$ cat config.mk
export PLATFORM = sky130hd
export DESIGN_NAME = cpu_controller_flat
export DESIGN_NICKNAME = d
export VERILOG_FILES = /design/src/rtl/cpu_controller_if.sv /design/src/rtl/cpu_controller.sv /design/src/flat_wrapper.sv
export SDC_FILE = /design/constraint.sdc
export NUM_CORES = 1
export LEC_CHECK = 0
export CAP_MARGIN = 10
export CELL_PAD_IN_SITES_DETAIL_PLACEMENT = 0
export CELL_PAD_IN_SITES_GLOBAL_PLACEMENT = 1
export CORE_MARGIN = 2
export CORE_UTILIZATION = 25
export CTS_CLUSTER_SIZE = 24
export DETAILED_ROUTE_END_ITERATION = 10
export GPL_ROUTABILITY_DRIVEN = 0
export HOLD_SLACK_MARGIN = 0.12
export PLACE_DENSITY = 0.69
export SKIP_CTS_REPAIR_TIMING = 1
export SLEW_MARGIN = 0
export SYNTH_ARGS = -nofsm -noshare
export SYNTH_HDL_FRONTEND = slang
export SYNTH_SLANG_ARGS = --single-unit
$ cat constraint.sdc
create_clock -name clk -period 2.6 [get_ports clk]
set_clock_uncertainty 0.15 [all_clocks]
set_input_delay 0.52 -clock clk [delete_from_list [all_inputs] [get_ports clk]]
set_output_delay 0.52 -clock clk [all_outputs]
set_load 0.005 [all_outputs]
$ cat src/rtl/cpu_controller_if.sv
// Control bundle between the instruction controller and the datapath/memory.
// Latency: none; plain wires grouped for port convenience.
// Backpressure: none; the controller drives every cycle, the datapath always accepts.
interface cpu_controller_if;
    logic [15:0] instr;
    logic [2:0]  readnum;
    logic [2:0]  writenum;
    logic        write;
    logic        loada;
    logic        loadb;
    logic        loadc;
    logic        loads;
    logic [1:0]  vsel;
    logic [1:0]  shift;
    logic        shiftsel;
    logic        asel;
    logic        bsel;
    logic [1:0]  ALUop;
    logic [15:0] sximm8;
    logic [15:0] sximm5;
    logic        load_ir;
    logic        load_pc;
    logic        reset_pc;
    logic        load_addr;
    logic        addr_sel;
    logic [1:0]  mem_cmd;
    logic        halted;

    // Controller side: reads the IR, drives every control line.
    modport master (
        input  instr,
        output readnum, writenum, write, loada, loadb, loadc, loads,
        output vsel, shift, shiftsel, asel, bsel, ALUop, sximm8, sximm5,
        output load_ir, load_pc, reset_pc, load_addr, addr_sel, mem_cmd, halted
    );

    // Datapath side: owns the IR, consumes every control line.
    modport slave (
        output instr,
        input  readnum, writenum, write, loada, loadb, loadc, loads,
        input  vsel, shift, shiftsel, asel, bsel, ALUop, sximm8, sximm5,
        input  load_ir, load_pc, reset_pc, load_addr, addr_sel, mem_cmd, halted
    );
endinterface

$ cat src/rtl/cpu_controller.sv
// Multi-cycle Moore sequencer for a 16-bit load/store CPU (fetch, decode, execute, memory).
// Latency: control outputs registered alongside state; 4 to 10 cycles from IF1 to next IF1.
// Backpressure: none; memory is assumed single-cycle so the sequencer never stalls.
module cpu_controller (
    input  logic             clk,
    input  logic             rst_n,
    cpu_controller_if.master bus
);

    typedef enum logic [4:0] {
        S_RST, S_IF1, S_IF2, S_UPC, S_DEC, S_WIMM, S_GETA, S_GETB, S_CALC,
        S_WRD, S_ADDR, S_LADR, S_MRD, S_WBM, S_SPASS, S_MWR, S_HALT
    } state_t;

    typedef struct packed {
        logic [2:0] readnum;
        logic [2:0] writenum;
        logic       write;
        logic       loada;
        logic       loadb;
        logic       loadc;
        logic       loads;
        logic [1:0] vsel;
        logic       shiftsel;
        logic       asel;
        logic       bsel;
        logic [1:0] alu_op;
        logic       load_ir;
        logic       load_pc;
        logic       reset_pc;
        logic       load_addr;
        logic       addr_sel;
        logic [1:0] mem_cmd;
        logic       halted;
    } ctrl_t;

    localparam logic [1:0] MEM_READ  = 2'b01;
    localparam logic [1:0] MEM_WRITE = 2'b10;

    state_t state_q, state_d;
    ctrl_t  ctrl_q, ctrl_d;

    // Instruction fields; only meaningful once the IR has been loaded in IF2.
    logic [2:0] opcode, rn, rd, rm;
    logic [1:0] op;
    assign opcode = bus.instr[15:13];
    assign op     = bus.instr[12:11];
    assign rn     = bus.instr[10:8];
    assign rd     = bus.instr[7:5];
    assign rm     = bus.instr[2:0];

    logic is_mov_imm, is_mov_reg, is_mvn, is_alu, is_cmp, is_ldr, is_str, is_halt;
    assign is_mov_imm = (opcode == 3'b110) && (op == 2'b10);
    assign is_mov_reg = (opcode == 3'b110) && (op == 2'b00);
    assign is_mvn     = (opcode == 3'b101) && (op == 2'b11);
    assign is_alu     = (opcode == 3'b101) && (op != 2'b11);
    assign is_cmp     = (opcode == 3'b101) && (op == 2'b01);
    assign is_ldr     = (opcode == 3'b011) && (op == 2'b00);
    assign is_str     = (opcode == 3'b100) && (op == 2'b00);
    assign is_halt    = (opcode == 3'b111);

    // Immediates and shift code pass straight through from the IR.
    assign bus.shift  = bus.instr[4:3];
    assign bus.sximm8 = {{8{bus.instr[7]}}, bus.instr[7:0]};
    assign bus.sximm5 = {{11{bus.instr[4]}}, bus.instr[4:0]};

    // Next-state selection: fixed fetch prologue, then an opcode-directed path.
    always_comb begin
        state_d = state_q;
        case (state_q)
            S_RST:   state_d = S_IF1;
            S_IF1:   state_d = S_IF2;
            S_IF2:   state_d = S_UPC;
            S_UPC:   state_d = S_DEC;
            S_DEC: begin
                if (is_mov_imm)                 state_d = S_WIMM;
                else if (is_mov_reg || is_mvn)  state_d = S_GETB;
                else if (is_alu || is_ldr || is_str) state_d = S_GETA;
                else if (is_halt)               state_d = S_HALT;
                else                            state_d = S_IF1;
            end
            S_WIMM:  state_d = S_IF1;
            S_GETA:  state_d = (is_ldr || is_str) ? S_ADDR : S_GETB;
            // STR only reaches GETB after its address is latched.
            S_GETB:  state_d = is_str ? S_SPASS : S_CALC;
            S_CALC:  state_d = is_cmp ? S_IF1 : S_WRD;
            S_WRD:   state_d = S_IF1;
            S_ADDR:  state_d = S_LADR;
            S_LADR:  state_d = is_ldr ? S_MRD : S_GETB;
            S_MRD:   state_d = S_WBM;
            S_WBM:   state_d = S_IF1;
            S_SPASS: state_d = S_MWR;
            S_MWR:   state_d = S_IF1;
            S_HALT:  state_d = S_HALT;
            default: state_d = S_RST;
        endcase
    end

    // Control word for the state being entered, so outputs can be registered.
    always_comb begin
        ctrl_d = '0;
        case (state_d)
            S_RST: begin
                ctrl_d.reset_pc = 1'b1;
                ctrl_d.load_pc  = 1'b1;
            end
            S_IF1: begin
                ctrl_d.addr_sel = 1'b1;
                ctrl_d.mem_cmd  = MEM_READ;
            end
            S_IF2: begin
                ctrl_d.addr_sel = 1'b1;
                ctrl_d.mem_cmd  = MEM_READ;
                ctrl_d.load_ir  = 1'b1;
            end
            S_UPC:  ctrl_d.load_pc = 1'b1;
            S_WIMM: begin
                ctrl_d.writenum = rn;
                ctrl_d.vsel     = 2'b01;
                ctrl_d.write    = 1'b1;
            end
            S_GETA: begin
                ctrl_d.readnum = rn;
                ctrl_d.loada   = 1'b1;
            end
            S_GETB: begin
                // STR stages the store data (Rd) through B; everything else reads Rm.
                ctrl_d.readnum = is_str ? rd : rm;
                ctrl_d.loadb   = 1'b1;
            end
            S_CALC: begin
                // MOV reg / MVN ignore A; MOV reg is an ADD of zero and shifted B.
                ctrl_d.asel   = is_mov_reg || is_mvn;
                ctrl_d.alu_op = is_mov_reg ? 2'b00 : op;
                ctrl_d.loadc  = !is_cmp;
                ctrl_d.loads  = is_cmp;
            end
            S_WRD: begin
                ctrl_d.writenum = rd;
                ctrl_d.vsel     = 2'b00;
                ctrl_d.write    = 1'b1;
            end
            S_ADDR: begin
                ctrl_d.bsel     = 1'b1;
                ctrl_d.shiftsel = 1'b1;
                ctrl_d.loadc    = 1'b1;
            end
            S_LADR: ctrl_d.load_addr = 1'b1;
            S_MRD:  ctrl_d.mem_cmd   = MEM_READ;
            S_WBM: begin
                ctrl_d.mem_cmd  = MEM_READ;
                ctrl_d.vsel     = 2'b11;
                ctrl_d.writenum = rd;
                ctrl_d.write    = 1'b1;
            end
            S_SPASS: begin
                ctrl_d.asel     = 1'b1;
                ctrl_d.shiftsel = 1'b1;
                ctrl_d.loadc    = 1'b1;
            end
            S_MWR:  ctrl_d.mem_cmd = MEM_WRITE;
            S_HALT: ctrl_d.halted  = 1'b1;
            default: ;
        endcase
    end

    // State and registered controls; reset wins over any state, dropping a pending store.
    always_ff @(posedge clk) begin
        if (!rst_n) begin
            state_q          <= S_RST;
            ctrl_q           <= '0;
            ctrl_q.reset_pc  <= 1'b1;
            ctrl_q.load_pc   <= 1'b1;
        end else begin
            state_q <= state_d;
            ctrl_q  <= ctrl_d;
        end
    end

    assign bus.readnum   = ctrl_q.readnum;
    assign bus.writenum  = ctrl_q.writenum;
    assign bus.write     = ctrl_q.write;
    assign bus.loada     = ctrl_q.loada;
    assign bus.loadb     = ctrl_q.loadb;
    assign bus.loadc     = ctrl_q.loadc;
    assign bus.loads     = ctrl_q.loads;
    assign bus.vsel      = ctrl_q.vsel;
    assign bus.shiftsel  = ctrl_q.shiftsel;
    assign bus.asel      = ctrl_q.asel;
    assign bus.bsel      = ctrl_q.bsel;
    assign bus.ALUop     = ctrl_q.alu_op;
    assign bus.load_ir   = ctrl_q.load_ir;
    assign bus.load_pc   = ctrl_q.load_pc;
    assign bus.reset_pc  = ctrl_q.reset_pc;
    assign bus.load_addr = ctrl_q.load_addr;
    assign bus.addr_sel  = ctrl_q.addr_sel;
    assign bus.mem_cmd   = ctrl_q.mem_cmd;
    assign bus.halted    = ctrl_q.halted;

endmodule

$ cat src/flat_wrapper.sv
// flat-port wrapper written by rule: the top's interface ports become plain ports
module cpu_controller_flat 
  (clk, rst_n, bus_instr, bus_readnum, bus_writenum, bus_write, bus_loada, bus_loadb, bus_loadc, bus_loads, bus_vsel, bus_shift, bus_shiftsel, bus_asel, bus_bsel, bus_ALUop, bus_sximm8, bus_sximm5, bus_load_ir, bus_load_pc, bus_reset_pc, bus_load_addr, bus_addr_sel, bus_mem_cmd, bus_halted);
  cpu_controller_if bus_i ();
  input  logic clk;
  input  logic rst_n;
  input wire logic [$bits(bus_i.instr)-1:0] bus_instr;
  output wire logic [$bits(bus_i.readnum)-1:0] bus_readnum;
  output wire logic [$bits(bus_i.writenum)-1:0] bus_writenum;
  output wire logic [$bits(bus_i.write)-1:0] bus_write;
  output wire logic [$bits(bus_i.loada)-1:0] bus_loada;
  output wire logic [$bits(bus_i.loadb)-1:0] bus_loadb;
  output wire logic [$bits(bus_i.loadc)-1:0] bus_loadc;
  output wire logic [$bits(bus_i.loads)-1:0] bus_loads;
  output wire logic [$bits(bus_i.vsel)-1:0] bus_vsel;
  output wire logic [$bits(bus_i.shift)-1:0] bus_shift;
  output wire logic [$bits(bus_i.shiftsel)-1:0] bus_shiftsel;
  output wire logic [$bits(bus_i.asel)-1:0] bus_asel;
  output wire logic [$bits(bus_i.bsel)-1:0] bus_bsel;
  output wire logic [$bits(bus_i.ALUop)-1:0] bus_ALUop;
  output wire logic [$bits(bus_i.sximm8)-1:0] bus_sximm8;
  output wire logic [$bits(bus_i.sximm5)-1:0] bus_sximm5;
  output wire logic [$bits(bus_i.load_ir)-1:0] bus_load_ir;
  output wire logic [$bits(bus_i.load_pc)-1:0] bus_load_pc;
  output wire logic [$bits(bus_i.reset_pc)-1:0] bus_reset_pc;
  output wire logic [$bits(bus_i.load_addr)-1:0] bus_load_addr;
  output wire logic [$bits(bus_i.addr_sel)-1:0] bus_addr_sel;
  output wire logic [$bits(bus_i.mem_cmd)-1:0] bus_mem_cmd;
  output wire logic [$bits(bus_i.halted)-1:0] bus_halted;
  assign bus_i.instr = bus_instr;
  assign bus_readnum = bus_i.readnum;
  assign bus_writenum = bus_i.writenum;
  assign bus_write = bus_i.write;
  assign bus_loada = bus_i.loada;
  assign bus_loadb = bus_i.loadb;
  assign bus_loadc = bus_i.loadc;
  assign bus_loads = bus_i.loads;
  assign bus_vsel = bus_i.vsel;
  assign bus_shift = bus_i.shift;
  assign bus_shiftsel = bus_i.shiftsel;
  assign bus_asel = bus_i.asel;
  assign bus_bsel = bus_i.bsel;
  assign bus_ALUop = bus_i.ALUop;
  assign bus_sximm8 = bus_i.sximm8;
  assign bus_sximm5 = bus_i.sximm5;
  assign bus_load_ir = bus_i.load_ir;
  assign bus_load_pc = bus_i.load_pc;
  assign bus_reset_pc = bus_i.reset_pc;
  assign bus_load_addr = bus_i.load_addr;
  assign bus_addr_sel = bus_i.addr_sel;
  assign bus_mem_cmd = bus_i.mem_cmd;
  assign bus_halted = bus_i.halted;
  cpu_controller u_core (.clk(clk), .rst_n(rst_n), .bus(bus_i));
endmodule
# Word-level counts from Yosys, hierarchy flattened
# Index checks and enable logic that the tools add are counted.
# totals
reg_bits	31
latch_bits	0
mem_bits_rw	0
romBits	0
out_inout_bits	60
mem_count	0
# op_classes
addsub	0
mul	0
div_mod_pow	0
order_cmp	0
n_eq_ne	40
shift	0
muxes	26
n_bitwise	2
n_reduce_logical	23
# ops
cell	count
$eq A5 B4 Y1 const B	16
$pmux W5 S13	1
$eq A5 B3 Y1 const B	7
$eq A5 B2 Y1 const B	4
$mux W5	4
$eq A3 B3 Y1 const B	4
$mux W4	3
$eq A5 B1 Y1 const B	2
$eq A5 B5 Y1 const B	2
$logic_not A5 Y1	2
$mux W1	10
$pmux W2 S2	2
$pmux W4 S2	1
$reduce_or A2 Y1	4
$logic_and A1 B1 Y1	7
$mux W3	2
$pmux W3 S2	1
$reduce_or A5 Y1	1
$eq A2 B2 Y1 const B	2
$logic_or A1 B1 Y1	4
$pmux W1 S2	2
$reduce_or A4 Y1	1
$eq A3 B2 Y1 const B	1
$reduce_or A3 Y1	1
6 further kinds	7

# Logic depth before layout (Yosys ltp)
# logic_depth
word_depth	11
mapped_depth	9
depth_no_buf	6

# Worst setup path before layout
# No wires, ideal clock.
# synth_timing
path_kind	input to register
startpoint	input bus_instr[13]
endpoint	register u_core.ctrl_q (netlist bit u_core.bus.readnum[0])
setup_time_ns	0.079
arrival_ns	2.572
slack_ns	-0.201
path_stages	8
path_buffers	2
path_cell_list	buf_2 nor3_2 or3b_1 a311o_1 and3_1 buf_6 or4_4 a211oi_2
# synth_via
elab_chain_cells	10
# synth_rtl
element	line_no	text
from (decl)	flat_wrapper.sv:7	input wire logic [$bits(bus_i.instr)-1:0] bus_instr;
$eq A3 B3 Y1 / $eq A3 B2 Y1 (equally long branches)	--	
$logic_and A1 B1 Y1 (on tied branches)	cpu_controller.sv:56, cpu_controller.sv:58	
$logic_or A1 B1 Y1 (2 in a row)	cpu_controller.sv:78	else if (is_alu || is_ldr || is_str) state_d = S_GETA;
$mux W5	cpu_controller.sv:78	
$mux W5	cpu_controller.sv:77	else if (is_mov_reg || is_mvn) state_d = S_GETB;
$mux W5	cpu_controller.sv:76	if (is_mov_imm) state_d = S_WIMM;
$pmux W5 S13	cpu_controller.sv:70	case (state_q)
$eq A5 B3 Y1	cpu_controller.sv:102	case (state_d)
$pmux W3 S2 (*)	cpu_controller.sv:102	
to (signal assigned)	cpu_controller.sv:176	ctrl_q <= ctrl_d;
to (decl)	cpu_controller.sv:41	ctrl_t ctrl_q, ctrl_d;
# Every way passes the cells marked *; elsewhere a longest branch is shown, timed or not.
# A chain may end at the register's enable or synchronous reset.

# Worst setup path in the final report
# layout_timing
startpoint	input bus_instr[15]
endpoint	register u_core.ctrl_q (netlist bit u_core.bus.readnum[0])
# The elaborated chain is that of the path after synthesis.

==> results.json <==
{
  "run_status": "completed",
  "num-nets-final": 275,
  "clockBufferDepth": 2,
  "yosys-top-cells-count": "buf_4, dfxtp_1, nor2_1, nand2_1, clkbuf_1",
  "synth_largest_area_cell": "dfxtp_1",
  "synth-edff-count": 0,
  "routed_via_density": 4.46,
  "maxSlewViolCount": 0,
  "insertedDiodeCount": 0,
  "min_period_ns": 2.42,
  "timing.max_slew.rel_slack_pct": 66.8,
  "grt_antenna_before_repair": 0,
  "worst-path-buf-inv": 1,
  "drive_gt1_share_pct": 21.7,
  "avgRoutedWirePerCell_um": 13.3,
  "yosysWarnings": 0,
  "post_synth_main_area_contributors": "dfxtp_1, buf_4, nor2_1, nor3b_1, nor4_1",
  "synth.ff_latch_count": 31,
  "maximum_number_of_pins_on_one_net_before_global_route_repair": 15,
  "numCtsBuffers": 5,
  "syn2layout_area_growth_pct": 45.1,
  "antenna_left": 0,
  "crit_path_cell_trace": "dlymetal6s2s_1 -> or4b_1 -> a2111oi_2 -> a31oi_1 -> and3_1 -> or4_4 -> a211oi_2",
  "clock_sink_count": 31,
  "synth.distinct_cells": 48,
  "cpLargestDelayFamily": "simple AND/OR/NAND/NOR gates",
  "drtIter0Drc": 79,
  "path_clk_slew_ns": 0.07,
  "critical_path.endpoint_type": "flip-flop",
  "grt.total_usage_pct": 12.5,
  "post_synth_instance_area_sq_um": 1770,
  "effective_utilization_at_floorplan_pct": 25.8,
  "power.share.sequential_pct": 41.0,
  "power.static_leakage_nw": 1.01,
  "hpwlAfterDp_mm": 3.54,
  "worstPathMaxFanout": 5,
  "setup.worst_path.start_class": "primary input",
  "clock_tree.htree_level_count": 2,
  "fp-row-count": 30,
  "synth.net_count": 224,
  "worst_ep_required_time_ns": 2.66,
  "ir_worst_vdd_v": 0.000186,
  "powerDensity_nw_per_um2": 486,
  "critical_path_arrival_ns": 2.48,
  "max_slew.worst_pin.slew_ns": 0.499,
  "yosysTopAreaCellShare_pct": 35.2,
  "finalHoldViolCount": 0,
  "vias_in_the_first_global_route": 1521,
  "max_freq_mhz": 413,
  "total_switching_power_mw": 0.333,
  "average_cell_area_after_synthesis_sq_um": 8.57,
  "cts.root.buffer_cell": "clkbuf_8",
  "die-height_um": 88.0,
  "max-cap-violations": 0,
  "netSwitchingFraction_pct": 26.8,
  "rsz0062_at_grt": "no",
  "die_x_um": 88.0,
  "drt_pass1_iterations": 4,
  "post-route-drc-count": 0,
  "critical-path-slowest-cell": "or4b_1",
  "place.port_buffers": 58,
  "boundaryPins": 78,
  "clkLatencyLatePin_ns": 0.28,
  "postSynthCellCount": 206,
  "tritoncts": "done",
  "layout_worst_path_cycle_share_pct": 93.1,
  "hold_slack_ns": 0.543,
  "most_used_dff_post_synth": "dfxtp_1",
  "crit_type": "primary input to flip-flop",
  "power_frac_comb_pct": 25.4,
  "drt_wl_total_mm": 4.72,
  "timing.setup.tns_ns": 0,
  "internal_power_mw": 0.911,
  "slowest_delay_ns": 0.58,
  "core_area_sq_um": 6830,
  "globalRoute.totalOverflow": 0,
  "ys_async_sr_fraction_pct": 0,
  "synth_most_common_cell": "buf_4",
  "power.clock.fraction_pct": 33.6,
  "finish.utilization_pct": 37.5,
  "seq_area_frac_synth_pct": 35.2,
  "design.die.area_sq_um": 7750,
  "final-setup-viol-count": 0,
  "via_count": 1580,
  "hold_class": "flip-flop to flip-flop",
  "wire_length_of_the_first_global_routing_pass_mm": 7.45
}
## placed cells by master (no fill, tap or decap), types with 2 or more instances in the layout
| cell | count |
|---|---|
| a211oi_2 | 3 |
| a21oi_1 | 5 |
| a2bb2oi_1 | 2 |
| a31oi_1 | 3 |
| and2_1 | 6 |
| buf_4 | 32 |
| clkbuf_8 | 7 |
| clkdlybuf4s50_1 | 53 |
| dfxtp_1 | 31 |
| dlymetal6s2s_1 | 5 |
| inv_1 | 5 |
| mux2i_1 | 3 |
| nand2_1 | 11 |
| nand2b_1 | 4 |
| nand3_1 | 4 |
| nand3b_1 | 2 |
| nor2_1 | 17 |
| nor2b_1 | 6 |
| nor3_1 | 4 |
| nor3b_1 | 7 |
| nor4_1 | 5 |
| nor4b_1 | 2 |
| o211ai_1 | 3 |
| o21ai_0 | 4 |
| o21ba_2 | 3 |
| or3_1 | 2 |
| or4b_1 | 2 |
## final cells by class
class | count | area, sq um
Clock buffer | 7 | 96.3
Clock inverter | 1 | 7.51
Fill cell | 716 | 4270
Inverter | 5 | 18.8
Multi-Input combinational cell | 123 | 845
Sequential cell | 31 | 621
Tap cell | 96 | 120
Timing Repair Buffer | 91 | 853
## worst paths after layout
path / start / to / slack (ns) / depth (start not counted)
setup / recovery: bus_instr[15] / u_core.bus.readnum[0] / 0.18 / 7
hold reg to reg: u_core.state_q[4] / u_core.bus.load_pc / 0.54 / 3
setup reg to reg: u_core.state_q[2] / u_core.bus.mem_cmd[0] / 0.22 / 6
hold / removal: u_core.state_q[4] / u_core.bus.load_pc / 0.54 / 3
## metrics by stage
step	setup WS, ns	cells	power (mW)	instance area [sq um]
after floorplan	-0.0346	206	0.693	1780
after global placement	-0.545	346	0.832	2420
after detailed placement	-0.538	346	0.829	2420
after CTS	-0.243	354	1.26	2520
after global routing	0.0576	354	1.32	2560
final	0.178	354	1.24	2560
## power by group through the flow
stage / registers, mW / logic, mW / clock network (mW)
6_report: 0.510 / 0.316 / 0.418
5_1_grt: 0.512 / 0.346 / 0.465
4_1_cts: 0.510 / 0.311 / 0.437
3_5_place_dp: 0.521 / 0.309 / 0
3_3_place_gp: 0.521 / 0.310 / 0
2_1_floorplan: 0.517 / 0.176 / 0
## worst min-delay path, cell delays in order, from the launching register on
cell	delay, ns
dfxtp_1	0.32
buf_4	0.16
nor2_1	0.09
o21ai_0	0.07
## metal layers
metal | up-vias | share of wire (%) | track usage, %
met5 | - | 0 | 0
met4 | 0 | 0.83 | 2.62
met3 | 8 | 7.7 | 4.81
met2 | 56 | 46 | 20.0
met1 | 724 | 46 | 16.0
li1 | 792 | - | -
## cells by family after synthesis
group / synth area share [%]
muxes: 1.70
buffers and inverters: 19.3
DFF: 35.2
xor gates and xnor gates: 0.496
and+or+nand+nor: 28.6
AOI/OAI and AO/OA: 14.7
## sequential cells by signal, summed over array words and instances (netlist names)
| register | count |
|---|---|
| u_core.state_q | 5 |
| u_core.bus.readnum | 3 |
| u_core.bus.writenum | 3 |
| u_core.bus.ALUop | 2 |
| u_core.bus.mem_cmd | 2 |
| u_core.bus.vsel | 2 |
| u_core.bus.addr_sel | 1 |
| u_core.bus.asel | 1 |
| u_core.bus.bsel | 1 |
| u_core.bus.halted | 1 |
| u_core.bus.load_addr | 1 |
| u_core.bus.load_ir | 1 |
| u_core.bus.load_pc | 1 |
| u_core.bus.loada | 1 |
| u_core.bus.loadb | 1 |
| u_core.bus.loadc | 1 |
| u_core.bus.loads | 1 |
| u_core.bus.reset_pc | 1 |
| u_core.bus.shiftsel | 1 |
| u_core.bus.write | 1 |
Power figures use the tool's default switching activity.
